File: config.mk
export PLATFORM = sky130hd
export DESIGN_NAME = fifo_sync_circular_flat
export DESIGN_NICKNAME = d
export VERILOG_FILES = /design/src/rtl/fifo_sync_circular_if.sv /design/src/rtl/fifo_sync_circular.sv /design/src/flat_wrapper.sv
export SDC_FILE = /design/constraint.sdc
export NUM_CORES = 1
export LEC_CHECK = 0
export ABC_AREA = 1
export CAP_MARGIN = 30
export CORE_MARGIN = 1
export CORE_UTILIZATION = 25
export DETAILED_ROUTE_END_ITERATION = 8
export HOLD_SLACK_MARGIN = 0.02
export PLACE_DENSITY = 0.51
export SETUP_SLACK_MARGIN = 0.4
export SYNTH_ARGS = -nofsm -noshare
export SYNTH_HDL_FRONTEND = slang
export SYNTH_SLANG_ARGS = --single-unit
File: constraint.sdc
create_clock -name clk_in -period 2.2 [get_ports clk_in]
set_input_delay 0.55 -clock clk_in [delete_from_list [all_inputs] [get_ports clk_in]]
set_output_delay 0.55 -clock clk_in [all_outputs]
set_load 0.1 [all_outputs]
File: src/rtl/fifo_sync_circular_if.sv
//==============================================================================
// Module      : fifo_sync_circular_if
// Description : Producer/consumer bundle for the single-clock circular FIFO.
//               The master side drives requests and observes data and status.
//               The slave side is the FIFO itself.
// Revision    : 1.0 - initial release
//==============================================================================
`default_nettype none

interface fifo_sync_circular_if #(
  parameter int WIDTH     = 8,
  parameter int PTR_WIDTH = 3
);
  logic                 write_in;
  logic [WIDTH-1:0]     wdata_in;
  logic                 read_in;
  logic                 clear_err_in;
  logic [WIDTH-1:0]     rdata_out;
  logic                 rvalid_out;
  logic                 full_out;
  logic                 empty_out;
  logic                 afull_out;
  logic                 aempty_out;
  logic [PTR_WIDTH-1:0] count_out;
  logic                 overflow_out;
  logic                 underflow_out;

  modport master (
    output write_in, wdata_in, read_in, clear_err_in,
    input  rdata_out, rvalid_out, full_out, empty_out, afull_out, aempty_out,
           count_out, overflow_out, underflow_out
  );

  modport slave (
    input  write_in, wdata_in, read_in, clear_err_in,
    output rdata_out, rvalid_out, full_out, empty_out, afull_out, aempty_out,
           count_out, overflow_out, underflow_out
  );
endinterface

`default_nettype wire

File: src/rtl/fifo_sync_circular.sv
//==============================================================================
// Module      : fifo_sync_circular
// Description : Single-clock circular FIFO with binary wrap-bit pointers,
//               registered full/empty/almost flags, fill level and sticky
//               overflow/underflow flags. Read data has one cycle of latency.
// Revision    : 1.0 - initial release
//==============================================================================
`default_nettype none

module fifo_sync_circular #(
  parameter int WIDTH        = 8,
  parameter int PTR_WIDTH    = 3,
  parameter int AFULL_LEVEL  = 3,
  parameter int AEMPTY_LEVEL = 1
) (
  input  logic                  clk_in,
  input  logic                  rst_in,
  fifo_sync_circular_if.slave   bus
);

  localparam int ADDR_WIDTH = PTR_WIDTH - 1;
  localparam int DEPTH      = 2 ** ADDR_WIDTH;
  // Thresholds sized to the pointer width; DEPTH always fits in PTR_WIDTH bits.
  localparam logic [PTR_WIDTH-1:0] AFULL_THR  = PTR_WIDTH'(AFULL_LEVEL);
  localparam logic [PTR_WIDTH-1:0] AEMPTY_THR = PTR_WIDTH'(AEMPTY_LEVEL);

  logic [WIDTH-1:0]     mem [DEPTH];
  logic [PTR_WIDTH-1:0] wptr;
  logic [PTR_WIDTH-1:0] rptr;
  logic [PTR_WIDTH-1:0] wptr_next;
  logic [PTR_WIDTH-1:0] rptr_next;
  logic [PTR_WIDTH-1:0] count_next;
  logic                 wr_acc;
  logic                 rd_acc;
  logic                 full_next;
  logic                 empty_next;

  // Accept decisions use only registered flags, so no input reaches an output
  // combinationally; next flags come from the post-access pointers.
  always_comb begin
    wr_acc     = bus.write_in & ~bus.full_out;
    rd_acc     = bus.read_in  & ~bus.empty_out;
    wptr_next  = wr_acc ? wptr + 1'b1 : wptr;
    rptr_next  = rd_acc ? rptr + 1'b1 : rptr;
    count_next = wptr_next - rptr_next;
    empty_next = (wptr_next == rptr_next);
    full_next  = (wptr_next[ADDR_WIDTH-1:0] == rptr_next[ADDR_WIDTH-1:0]) &&
                 (wptr_next[PTR_WIDTH-1] != rptr_next[PTR_WIDTH-1]);
  end

  // Storage array; contents are intentionally left unreset.
  always_ff @(posedge clk_in) begin
    if (!rst_in && wr_acc) begin
      mem[wptr[ADDR_WIDTH-1:0]] <= bus.wdata_in;
    end
  end

  // Pointers, read data and all status registers.
  always_ff @(posedge clk_in) begin
    if (rst_in) begin
      wptr              <= '0;
      rptr              <= '0;
      bus.rdata_out     <= '0;
      bus.rvalid_out    <= 1'b0;
      bus.full_out      <= 1'b0;
      bus.empty_out     <= 1'b1;
      bus.afull_out     <= 1'b0;
      bus.aempty_out    <= 1'b1;
      bus.count_out     <= '0;
      bus.overflow_out  <= 1'b0;
      bus.underflow_out <= 1'b0;
    end else begin
      wptr           <= wptr_next;
      rptr           <= rptr_next;
      bus.rvalid_out <= rd_acc;
      if (rd_acc) begin
        bus.rdata_out <= mem[rptr[ADDR_WIDTH-1:0]];
      end
      bus.full_out   <= full_next;
      bus.empty_out  <= empty_next;
      bus.afull_out  <= (count_next >= AFULL_THR);
      bus.aempty_out <= (count_next <= AEMPTY_THR);
      bus.count_out  <= count_next;
      // A new error event in the same cycle as a clear keeps the flag set.
      bus.overflow_out  <= (bus.write_in & bus.full_out) |
                           (bus.overflow_out & ~bus.clear_err_in);
      bus.underflow_out <= (bus.read_in & bus.empty_out) |
                           (bus.underflow_out & ~bus.clear_err_in);
    end
  end

endmodule

`default_nettype wire

File: src/flat_wrapper.sv
// flat-port wrapper written by rule: the top's interface ports become plain ports
module fifo_sync_circular_flat 
#(
  parameter int WIDTH        = 8,
  parameter int PTR_WIDTH    = 3,
  parameter int AFULL_LEVEL  = 3,
  parameter int AEMPTY_LEVEL = 1
)
  (clk_in, rst_in, bus_write_in, bus_wdata_in, bus_read_in, bus_clear_err_in, bus_rdata_out, bus_rvalid_out, bus_full_out, bus_empty_out, bus_afull_out, bus_aempty_out, bus_count_out, bus_overflow_out, bus_underflow_out);
  fifo_sync_circular_if #(.WIDTH(WIDTH), .PTR_WIDTH(PTR_WIDTH)) bus_i ();
  input  logic clk_in;
  input  logic rst_in;
  input wire logic [$bits(bus_i.write_in)-1:0] bus_write_in;
  input wire logic [$bits(bus_i.wdata_in)-1:0] bus_wdata_in;
  input wire logic [$bits(bus_i.read_in)-1:0] bus_read_in;
  input wire logic [$bits(bus_i.clear_err_in)-1:0] bus_clear_err_in;
  output wire logic [$bits(bus_i.rdata_out)-1:0] bus_rdata_out;
  output wire logic [$bits(bus_i.rvalid_out)-1:0] bus_rvalid_out;
  output wire logic [$bits(bus_i.full_out)-1:0] bus_full_out;
  output wire logic [$bits(bus_i.empty_out)-1:0] bus_empty_out;
  output wire logic [$bits(bus_i.afull_out)-1:0] bus_afull_out;
  output wire logic [$bits(bus_i.aempty_out)-1:0] bus_aempty_out;
  output wire logic [$bits(bus_i.count_out)-1:0] bus_count_out;
  output wire logic [$bits(bus_i.overflow_out)-1:0] bus_overflow_out;
  output wire logic [$bits(bus_i.underflow_out)-1:0] bus_underflow_out;
  assign bus_i.write_in = bus_write_in;
  assign bus_i.wdata_in = bus_wdata_in;
  assign bus_i.read_in = bus_read_in;
  assign bus_i.clear_err_in = bus_clear_err_in;
  assign bus_rdata_out = bus_i.rdata_out;
  assign bus_rvalid_out = bus_i.rvalid_out;
  assign bus_full_out = bus_i.full_out;
  assign bus_empty_out = bus_i.empty_out;
  assign bus_afull_out = bus_i.afull_out;
  assign bus_aempty_out = bus_i.aempty_out;
  assign bus_count_out = bus_i.count_out;
  assign bus_overflow_out = bus_i.overflow_out;
  assign bus_underflow_out = bus_i.underflow_out;
  fifo_sync_circular #(.WIDTH(WIDTH), .PTR_WIDTH(PTR_WIDTH), .AFULL_LEVEL(AFULL_LEVEL), .AEMPTY_LEVEL(AEMPTY_LEVEL)) u_core (.clk_in(clk_in), .rst_in(rst_in), .bus(bus_i));
endmodule
==> results.sh <==
export IMPL_status="complete, but fails checks"
export IMPL_violations="DRC"
export IMPL_syn_inst=235
export IMPL_r2r_slack_ns=0.49
export IMPL_postSynthAreaPerCell_sq_um=9.81
export IMPL_grt_max_degree=21
export IMPL_diodes=0
export IMPL_rsz0062_at_grt="false"
export IMPL_core_sq_um=8810
export IMPL_initial_core_util_pct=26.2
export IMPL_top_usage_layer="met2"
export IMPL_max_slew_margin_rel_pct=79.3
export IMPL_hpwl_mm=3.17
export IMPL_synth_seq_cells=56
export IMPL_power_leakage_nw=1.22
export IMPL_r2r_worst_path_cells=8
export IMPL_met3_usage_pct=2.65
export IMPL_min_period_ns=1.71
export IMPL_mostFrequentLayoutCells="nor2_1, buf_4, edfxtp_1, o21ai_0, inv_1"
export IMPL_hold_violations=0
export IMPL_fin_util_pct=33.0
export IMPL_slew_viol_final=0
export IMPL_firstDrtPassIters=8
export IMPL_clkLatencyLatePin_ns=0.30
export IMPL_fin_crit_sh_pct=77.9
export IMPL_yosys_warnings=0
export IMPL_antenna_found_initial=0
export IMPL_die_h_um=98.0
export IMPL_detail_route_antenna_nets=0
export IMPL_grt_pass1_wl_mm=7.34
export IMPL_die_x_um=98.0
export IMPL_layout_drive_gt1_share_pct=22.4
export IMPL_clock_skew_ns=0.00700
export IMPL_cp_start_kind="flop"
export IMPL_worstSetupEndpointType="flop"
export IMPL_cp_arrival_ns=1.93
export IMPL_cp_startpoint="u_core.wptr[0]"
export IMPL_met1_usage_pct=12.6
export IMPL_drc=3
export IMPL_hold_path_class="flop to flop"
export IMPL_globalplace_congestion=0.768
export IMPL_grt_pass1_vias=1523
export IMPL_synth_cell_type_count=23
export IMPL_nNetsFinal=301
export IMPL_ys_seq_area_share_pct=62.5
export IMPL_met2_usage_pct=16.4
export IMPL_grtUsageTotal_pct=10.0
export IMPL_p_per_area_nw_per_um2=950
export IMPL_r2r_start="u_core.wptr[0]"
export IMPL_worstMarginPinSlew_ns=0.307
export IMPL_setup_viol=0
export IMPL_fin_hold_ws_ns=0.463
export IMPL_cts_sinks=56
export IMPL_fmax_ghz=0.583
export IMPL_hold_buffers=0
export IMPL_cts_tree="built"
export IMPL_via_count=1590
export IMPL_area_growth_pct=26.1
export IMPL_routed_wl_mm=4.47
export IMPL_worstPathRequired_ns=2.41
export IMPL_syn_nets=256
export IMPL_clk_pin_slew_ns=0.10
export IMPL_grt_overflow_total=0
export IMPL_path_class="flop to flop"
export IMPL_row_count=34
export IMPL_clockBufferDepth=2
export IMPL_endpoint="u_core.bus.afull_out"
export IMPL_syn_cell_area_sq_um=2310
export IMPL_peakVddDrop_v=0.000322
export IMPL_cts_buffers=5
export IMPL_die_area_sq_um=9610
export IMPL_htreeDepth=2
export IMPL_fin_total_pwr_mw=2.76
export IMPL_crit_fanout=4
export IMPL_final_common_cell="nor2_1"
export IMPL_ctsRootBufferMaster="clkbuf_8"
export IMPL_routed_via_density=4.09
export IMPL_post_drt_wl_per_cell_um=11.5
export IMPL_port_buffers=30
export IMPL_first_iter_violations=42
export IMPL_maxCapViolCount=0
export IMPL_num_io_pins=31
export IMPL_r2r_end="u_core.bus.afull_out"
[worst max-delay path, stage by stage, from the launching register on]
cell,delay (ns)
dfxtp_4,0.37
inv_1,0.05
ha_1,0.26
o21ai_0,0.07
buf_4,0.14
fa_2,0.58
inv_1,0.04
nand2_1,0.05
nand2_1,0.04
[routing by layer]
metal  share of wire [%]  vias to the layer above
met1                  48                      722
li1                    -                      841
met5                   0                        -
met2                  47                       25
met3                 3.5                        2
met4                 1.1                        0
[cells in the mapped netlist]
cell type	n	area share, %
inv_2	2	0.33
fa_1	1	0.87
edfxtp_1	32	42
buf_2	5	1.1
o21ai_2	1	0.38
nand2_1	24	3.9
nand3_1	8	1.7
clkbuf_1	2	0.33
ha_1	7	3.8
nor2_1	54	8.8
xor2_1	2	0.76
nand3b_1	1	0.33
dfxtp_1	24	21
buf_6	1	0.49
nand3_2	1	0.43
o21ai_1	4	0.87
inv_1	28	4.6
a21oi_1	2	0.43
nand2_2	3	0.81
nor2_4	1	0.49
o21ai_0	30	6.5
buf_4	1	0.33
nand4_1	1	0.27
[stage by stage]
step	setup TNS (ns)	cell area (sq um)	cells	setup WS (ns)
after global placement	-0.705	2790	379	-0.212
final	0	2910	389	0.485
after detailed placement	-0.708	2790	379	-0.210
after floorplan	0	2340	235	0.340
after global routing	0	2910	389	0.399
after CTS	0	2890	387	0.423
[cell families after synthesis]
logic type	count (synthesis)	synth area share, %
AND/OR/NAND/NOR	93	16.8
flip-flops	56	62.5
buffers and inverters	39	7.11
AO/OA/AOI/OAI	37	8.19
adder cells (fa/ha/maj)	8	4.67
XOR/XNOR	2	0.760
[state kept, by name, indices dropped and copies added, names as in the netlist]
signal	cells
u_core.bus.aempty_out	1
u_core.bus.afull_out	1
u_core.bus.count_out	3
u_core.bus.empty_out	1
u_core.bus.full_out	1
u_core.bus.overflow_out	1
u_core.bus.rdata_out	8
u_core.bus.rvalid_out	1
u_core.bus.underflow_out	1
u_core.mem	32
u_core.rptr	3
u_core.wptr	3
[what timing repair did]
action,in CTS,in global routing
endpoints found under the setup margin,6,5
buffers inserted,0,2
pin swaps,3,2
resized for setup,5,6
[how the worst min path moves through the flow]
stage	cells past startpoint	end	startpoint	slack [ns]
floorplan	4	u_core.bus.rdata_out[0]	u_core.mem[1][0]	0.53
global placement	2	u_core.bus.underflow_out	u_core.bus.underflow_out	0.45
detailed placement	2	u_core.bus.underflow_out	u_core.bus.underflow_out	0.45
CTS	2	u_core.bus.underflow_out	u_core.bus.underflow_out	0.47
global route	2	u_core.bus.underflow_out	u_core.bus.underflow_out	0.49
finish	2	u_core.bus.underflow_out	u_core.bus.underflow_out	0.46
[power by group]
part	internal (mW)	switching [mW]	total, mW
clock	0.227	0.336	0.562
combinational	0.249	0.708	0.956
sequential	1.20	0.0421	1.24
total	1.68	1.09	2.76
[layout make-up]
class	count	area, sq um
flip-flops and latches	56	1450
fillers	905	5900
clock inverters	3	21.3
repair buffers	47	380
clock buffers	5	68.8
multi-input cells	140	723
inverters	30	125
well taps	108	135
Power figures use the tool's default switching activity.
